==> config.mk <==
export PLATFORM = sky130hd
export DESIGN_NAME = seq_divider_8_by_4
export DESIGN_NICKNAME = d
export VERILOG_FILES = /design/src/rtl/seq_divider_8_by_4.sv
export SDC_FILE = /design/constraint.sdc
export NUM_CORES = 1
export LEC_CHECK = 0
export CAP_MARGIN = 30
export CORE_MARGIN = 10
export CORE_UTILIZATION = 30
export DETAILED_ROUTE_END_ITERATION = 6
export MAX_ROUTING_LAYER = met4
export PLACE_DENSITY_LB_ADDON = 0.12
export SYNTH_ARGS = -nofsm -noshare
export SYNTH_HDL_FRONTEND = slang
export SYNTH_SLANG_ARGS = --single-unit
==> constraint.sdc <==
create_clock -name clk -period 2.6 [get_ports clk]
set_clock_uncertainty 0.2 [all_clocks]
set_input_delay 0.52 -clock clk [delete_from_list [all_inputs] [get_ports clk]]
set_output_delay 0.52 -clock clk [all_outputs]
set_load 0.01 [all_outputs]
==> src/rtl/seq_divider_8_by_4.sv <==
// Restoring divider: one quotient bit per clock behind start/busy/done.
// Divide-by-zero finishes immediately with an all-ones quotient.
module seq_divider_8_by_4 #(
  parameter int DVD_W = 8,
  parameter int DVS_W = 4
) (
  input  logic             clk,
  input  logic             rst,
  input  logic             start,
  input  logic [DVD_W-1:0] dividend,
  input  logic [DVS_W-1:0] divisor,
  output logic             busy,
  output logic             done,
  output logic [DVD_W-1:0] quotient,
  output logic [DVS_W-1:0] remainder,
  output logic             div_by_zero
);
  localparam int CW = $clog2(DVD_W + 1);

  typedef enum logic {IDLE, CALC} state_t;

  state_t           state_q, state_d;
  logic [CW-1:0]    cnt_q, cnt_d;
  logic [DVS_W:0]   pr_q, pr_d;
  logic [DVD_W-1:0] sr_q, sr_d;
  logic [DVS_W-1:0] dvs_q, dvs_d;
  logic [DVD_W-1:0] quo_q, quo_d;
  logic [DVS_W-1:0] rem_q, rem_d;
  logic             done_q, done_d;
  logic             dbz_q, dbz_d;

  logic [DVS_W:0]   pr_sh;
  logic [DVS_W+1:0] trial;
  logic [DVS_W:0]   pr_nx;
  logic [DVD_W-1:0] sr_nx;
  logic             qbit;

  // The extra top bit of trial is the borrow of PR' - divisor.
  always_comb begin
    pr_sh = {pr_q[DVS_W-1:0], sr_q[DVD_W-1]};
    trial = {1'b0, pr_sh} - {2'b00, dvs_q};
    qbit  = ~trial[DVS_W+1];
    pr_nx = qbit ? trial[DVS_W:0] : pr_sh;
    sr_nx = {sr_q[DVD_W-2:0], qbit};
  end

  always_comb begin
    state_d = state_q;
    cnt_d   = cnt_q;
    pr_d    = pr_q;
    sr_d    = sr_q;
    dvs_d   = dvs_q;
    quo_d   = quo_q;
    rem_d   = rem_q;
    done_d  = 1'b0;
    dbz_d   = dbz_q;
    unique case (state_q)
      IDLE: begin
        if (start) begin
          if (divisor == '0) begin
            done_d = 1'b1;
            quo_d  = '1;
            rem_d  = '0;
            dbz_d  = 1'b1;
          end else begin
            sr_d    = dividend;
            dvs_d   = divisor;
            pr_d    = '0;
            cnt_d   = CW'(DVD_W);
            dbz_d   = 1'b0;
            state_d = CALC;
          end
        end
      end
      CALC: begin
        pr_d  = pr_nx;
        sr_d  = sr_nx;
        cnt_d = cnt_q - 1'b1;
        if (cnt_q == CW'(1)) begin
          state_d = IDLE;
          done_d  = 1'b1;
          quo_d   = sr_nx;
          rem_d   = pr_nx[DVS_W-1:0];
        end
      end
      default: state_d = IDLE;
    endcase
  end

  always_ff @(posedge clk or posedge rst) begin
    if (rst) begin
      state_q <= IDLE;
      cnt_q   <= '0;
      pr_q    <= '0;
      sr_q    <= '0;
      dvs_q   <= '0;
      quo_q   <= '0;
      rem_q   <= '0;
      done_q  <= 1'b0;
      dbz_q   <= 1'b0;
    end else begin
      state_q <= state_d;
      cnt_q   <= cnt_d;
      pr_q    <= pr_d;
      sr_q    <= sr_d;
      dvs_q   <= dvs_d;
      quo_q   <= quo_d;
      rem_q   <= rem_d;
      done_q  <= done_d;
      dbz_q   <= dbz_d;
    end
  end

  assign busy        = (state_q == CALC);
  assign done        = done_q;
  assign quotient    = quo_q;
  assign remainder   = rem_q;
  assign div_by_zero = dbz_q;
endmodule
==> results by group, run 1 <==
Worst setup path
  • RR Startpoint: pr_q[0]
  • Flop2flop setup slack: between 0.4 and 0.5 ns
  • Critical Path Fanout Max: 6
  • Critical Path Start Type: flip-flop
  • CP delay by family, top: compound AO/OA/AOI/OAI gates
  • WP depth: 5
  • FF-to-FF path depth: 5
  • Crit path buffers/inverters: 0
  • Setup CP Type: reg2reg
  • CP peak stage delay: 0.44 ns
  • Slowest-stage cell, CP: o311ai_2
  • WP data required: 2.57 ns
  • Crit path cell chain: ha_1 -> nor2b_1 -> o311ai_2 -> nand3_1 -> mux2_2
  • CP Capture Type: flip-flop
  • Crit Reg-Reg Endpoint: quotient[0]
  • Crit path arrival time: 2.15 ns

CTS
  • H-tree levels: 2
  • Root Buffer: clkbuf_8
  • Clock Path Buffers: 2
  • CTS Sinks: 35
  • Post-CTS resize count: 0
  • CTS tree: done
  • Hold-fix buffers, CTS: 0
  • Clk slew on worst S/H paths: 0.07 ns
  • Later-pin clock latency in the skew report: 0.28 ns
  • Cts bufs inserted: 5
  • Post-CTS Repair Setup Buffers: 0

Detailed routing
  • Pre-Repair DR Iteration Count: 4
  • Detail Route Antenna Nets: 0
  • DR vias: 1291
  • Vias/cell: just under 5
  • DRC viols: 0
  • Drt first-iter violations: 28
  • Drt wl/cell: 15.56 um
  • Drt total wl: 4154 um

Finish
  • # nets final: 217
  • Fin util: 0.4006
  • Multi-input gate area: ~760 um2
  • Share of cells above drive strength 1: 0.1846
  • Area grow syn2layout: 29.02%
  • Register area: ~880 um2
  • Fillers: approximately 560
  • Ant. Diodes: 0
  • Fin cells: between 200 and 300

Pwr
  • Peak supply drop: 0.4141 mV
  • LEAKAGE: 0.9637 nW
  • Power per Cell Area: 1328 mW/mm2
  • Pwr Total: 2.948 mW

Hold path
  • Hold path endpoint: remainder[3]
  • Worst hold path depth: 2
  • Hold crit path type: reg2reg
  • Min-delay src: remainder[3]

GRT
  • Remaining global-route overflow: 0
  • Total track usage: 0.1040
  • Pin count of the biggest net entering global routing: 36
  • Initial antenna violation count: 0
  • First-pass GRT wire length: 7210 um
  • Vias in the first global route: ~1400

Synthesis
  • Synth area leaders: dfrtp_1 51%, mux2_2 5.9%, ha_1 4.4%
  • Post-Syn Nets: 178
  • Synth async-reset ratio: 1.000
  • Post-synth top area cell: dfrtp_1
  • Mapped Area: 0.001720 mm2
  • Gate Count Post-Synth: 156
  • Mapped Avg Cell Area: 11.03 um2
  • Synth top area share: 0.5091
  • Number of synthesized flops with an enable pin: 0
  • Sequential-to-total area share from yosys stat: 0.5091
  • Synthesized flop and latch total: 35
  • Synth Flop Type: dfrtp_1
  • Yosys warnings: 0
  • Synth cell types: 37

Floorplan
  • Die Wd: 95.73 um
  • Die area: 0.009163 mm2
  • Core area: 0.005540 mm2
  • Initial Util: 0.3105
  • Num rows: 27
  • Die Ht: 95.73 um
  • I/O pin total: 30

Flow run
  • Max cap viols: 0

STA
  • Setup TNS: 0 ns
  • Final Cycle Share: 0.8381
  • Min Tclk post-route: approximately 2.2 ns
  • Max Fclk: 0.4589 GHz
  • Hold_ws: ~0.28 ns
  • Worst Tran Pin Value: 0.5874 ns
  • Final hold violations: 0
  • Unrepaired setup endpoints after global routing: false
  • Max Slew Vio Count: 0
  • Relative slew slack: 0.6029
  • # setup viols final: 0

Placement
  • DP Wirelength: 3233 um
  • DP Cell Count: 260
  • GPL Wtd Cong: 0.7801
  • Port Buf Inserts: 29

Run status
  • Outcome: finished clean
## Yosys cell counts, types with 2 or more instances
| master | count |
|---|---|
| o21ai_0 | 10 |
| nand2_1 | 15 |
| xnor2_1 | 3 |
| inv_1 | 14 |
| or2_2 | 2 |
| nand4_1 | 4 |
| a21oi_1 | 5 |
| o31ai_1 | 3 |
| o311ai_0 | 2 |
| mux2i_1 | 3 |
| dfrtp_1 | 35 |
| nand3_1 | 4 |
| mux2_2 | 9 |
| o221a_2 | 4 |
| nor2_1 | 9 |
| nand2b_1 | 4 |
| nor3_1 | 5 |
| ha_1 | 6 |
## power by group
part	internal (mW)	switching, mW
logic	0.763	0.762
registers	0.824	0.207
clock network	0.208	0.185
## tightest hold or removal path, cell delays in order (launching register included)
cell	delay, ns
dfrtp_1	0.35
nand2_1	0.06
o41ai_2	0.05
## state kept, by name, indices dropped and copies added, names as in the netlist
name	flops
remainder	4
dvs_q	4
sr_q	8
busy	1
quotient	8
done	1
cnt_q	4
div_by_zero	1
pr_q	4
## through the flow
| stage | area [um2] | setup slack, ns |
|---|---|---|
| floorplan | 1720 | 0.6919 |
| global placement | 2132 | 0.2077 |
| detailed placement | 2132 | 0.1609 |
| CTS | 2220 | 0.4055 |
| global route | 2220 | 0.3544 |
| finish | 2220 | 0.4210 |
## routing by layer
layer / part of all wire / track usage / up-vias
li1: - / - / 632
met1: 0.49 / 0.1309 / 618
met2: 0.44 / 0.1512 / 35
met3: 0.062 / 0.03891 / 6
met4: 0.014 / 0.03317 / 0
met5: 0 / - / -
## how the worst max path moves through the flow
stage               start      endpoint  slack, ns
2_1_floorplan  divisor[1]      dvs_q[0]       0.69
3_3_place_gp   divisor[1]  remainder[3]       0.21
3_5_place_dp   divisor[1]  remainder[3]       0.16
4_1_cts              busy          busy       0.41
5_1_grt           pr_q[0]   quotient[0]       0.35
6_report          pr_q[0]   quotient[0]       0.42
## cells by family (layout without fill, tap and decap cells)
family,after synthesis,count (layout),synth area share
multiplexers,12,12,0.07637
adder cells (fa/ha/maj),7,7,0.05527
AO/OA/AOI/OAI,32,32,0.1469
AND/OR/NAND/NOR,48,48,0.1498
flip-flops,35,35,0.5091
XOR/XNOR,3,3,0.01528
buffers and inverters,19,58,0.04726
## placed cells by master (no fill, tap or decap), drive strengths merged, types with 4 or more instances in the layout
master / n
dfrtp: 35
clkdlybuf4s50: 29
nand2: 15
inv: 14
o21ai: 11
nor2: 9
mux2: 9
buf: 8
ha: 6
clkbuf: 6
nor3: 5
a21oi: 5
nand3: 4
nand2b: 4
o221a: 4
nand4: 4
## final cells by class
class                      count  share of cell area
inverter                      14             0.02368
clock buffer                   6             0.03720
sequential                    35              0.3946
timing repair buffer          37              0.1578
tap                           72             0.04059
clock inverter                 1            0.002255
multi-input combinational    102              0.3439
Note: power is estimated with default switching activity, not from simulation.
==> inputs of run 2 (changes only) <==
==> constraint.sdc (replaced) <==
create_clock -name clk -period 2.1 [get_ports clk]
set_clock_uncertainty 0.2 [all_clocks]
set_input_delay 0.42 -clock clk [delete_from_list [all_inputs] [get_ports clk]]
set_output_delay 0.42 -clock clk [all_outputs]
set_load 0.01 [all_outputs]
==> run 2 against run 1 <==
Compared with the run above: setup slack lost 0.32 ns; final cell count up 4.5%; utilization is 2.1 points higher; combinational power grew 34%; global-route usage is 0.25 points lower; power increased by 34%; register-to-register slack worse by 0.31 ns; first-iteration DRC count is 100% higher.
==> results by group, run 2 (synthesis gave the netlist of run 1 again) <==
Placement
  • DP Cell Count: 271
  • DP Wirelength: 3227 um
  • Port Buf Inserts: 29
  • GPL Wtd Cong: just over 0.9

Hold path
  • Hold crit path type: reg2reg

Floorplan
  • Die Ht: 95.73 um
  • Initial Util: 0.3105
  • Num rows: 27
  • Die Wd: 95.73 um
  • Die area: ~0.009 mm2
  • I/O pin total: 30
  • Core area: between 0.005 and 0.006 mm2

Worst setup path
  • WP data required: 1.48 ns
  • Critical Path Fanout Max: 7
  • CP delay by family, top: buffers and inverters
  • Crit path arrival time: 1.38 ns
  • Slowest-stage cell, CP: clkdlybuf4s50_1
  • Critical Path Start Type: flip-flop
  • CP Capture Type: output pin
  • Crit path buffers/inverters: 1
  • CP peak stage delay: ~0.6 ns
  • Setup CP Type: reg2out
  • Crit path cell chain: clkdlybuf4s50_1

Finish
  • Fin cells: 279
  • Fin util: 0.4216
  • Share of cells above drive strength 1: 0.2319
  • Multi-input gate area: 763.2 um2
  • Commonest non-fill, non-tap cell in the layout: dfrtp_1
  • Ant. Diodes: 0
  • Area grow syn2layout: 35.78%
  • Most frequent cells in the layout: 35 x dfrtp_1, 29 x clkdlybuf4s50_1, 19 x buf_4, 15 x nand2_1, 14 x inv_1
  • Register area: just under 900 um2
  • Fillers: about 560
  • # nets final: 228

CTS
  • Root Buffer: clkbuf_8
  • Post-CTS Repair Setup Buffers: 0
  • Clk slew on worst S/H paths: 0.07 ns
  • Later-pin clock latency in the skew report: 0.29 ns
  • Clock Path Buffers: 2
  • Post-CTS resize count: 0
  • Hold-fix buffers, CTS: 0
  • Cts bufs inserted: 5
  • CTS Sinks: 35
  • H-tree levels: 2
  • CTS tree: done

STA
  • # setup viols final: 0
  • Relative slew slack: 0.7011
  • Final Cycle Share: 0.9532
  • Max Fclk: 0.4996 GHz
  • Final hold violations: 0
  • Max Slew Vio Count: 0
  • Min Tclk post-route: 2.002 ns
  • Unrepaired setup endpoints after global routing: true
  • Worst Tran Pin Value: ~0.45 ns
  • Setup TNS: 0 ns

Pwr
  • LEAKAGE: between 1 and 1.5 nW
  • Pwr Total: 3.941 mW
  • Peak supply drop: 0.6115 mV
  • Power per Cell Area: 1687 mW/mm2

Detailed routing
  • DR vias: roughly 1300
  • Vias/cell: about 4.8
  • Drt wl/cell: 14.95 um
  • Pre-Repair DR Iteration Count: 4
  • Drt first-iter violations: 57
  • Drt total wl: 4172 um
  • Detail Route Antenna Nets: 0
  • DRC viols: 0

GRT
  • Total track usage: 0.1015
  • Pin count of the biggest net entering global routing: 36
  • Vias in the first global route: 1447
  • Remaining global-route overflow: 0
  • First-pass GRT wire length: 7079 um
  • Initial antenna violation count: 0

Run status
  • Outcome: finished clean

Flow run
  • Max cap viols: 0
run 2: per-stage QoR:
stage	area [um2]	hold WS [ns]	setup WS, ns
floorplan	1720	0.2413	0.1989
global placement	2215	0.2611	-0.1296
detailed placement	2215	0.2698	-0.1923
CTS	2336	0.2882	0.07140
global route	2336	0.3083	-0.02071
finish	2336	0.2833	0.09836
run 2: report_power, final:
part	switching, mW	internal (mW)
logic	0.981	1.06
registers	0.228	1.02
clock network	0.259	0.390
total	1.47	2.47
run 2: final cells by class:
type	instances	share of cell area
sequential	35	0.3749
multi-input combinational	102	0.3267
timing repair buffer	48	0.1853
tap	72	0.03856
clock buffer	6	0.03535
inverter	14	0.02250
clock inverter	2	0.01660
run 2: worst paths after layout:
path,startpoint,end,slack (ns),cells past startpoint
max,busy,busy,0.1,1
min,sr_q[3],sr_q[3],0.28,2
max reg2reg,pr_q[1],quotient[0],0.11,5
min reg2reg,sr_q[3],sr_q[3],0.28,2
max in group asynchronous,rst,dvs_q[3],1.05,3
min in group asynchronous,rst,cnt_q[0],0.33,3
run 2: metal layers:
layer  GRT usage  up-vias  wire length (um)
li1            -      656                 -
met1      0.1274      633              2077
met2      0.1490       38              1815
met3     0.03424       12               204
met4     0.03563        0                76
met5           -        -                 0
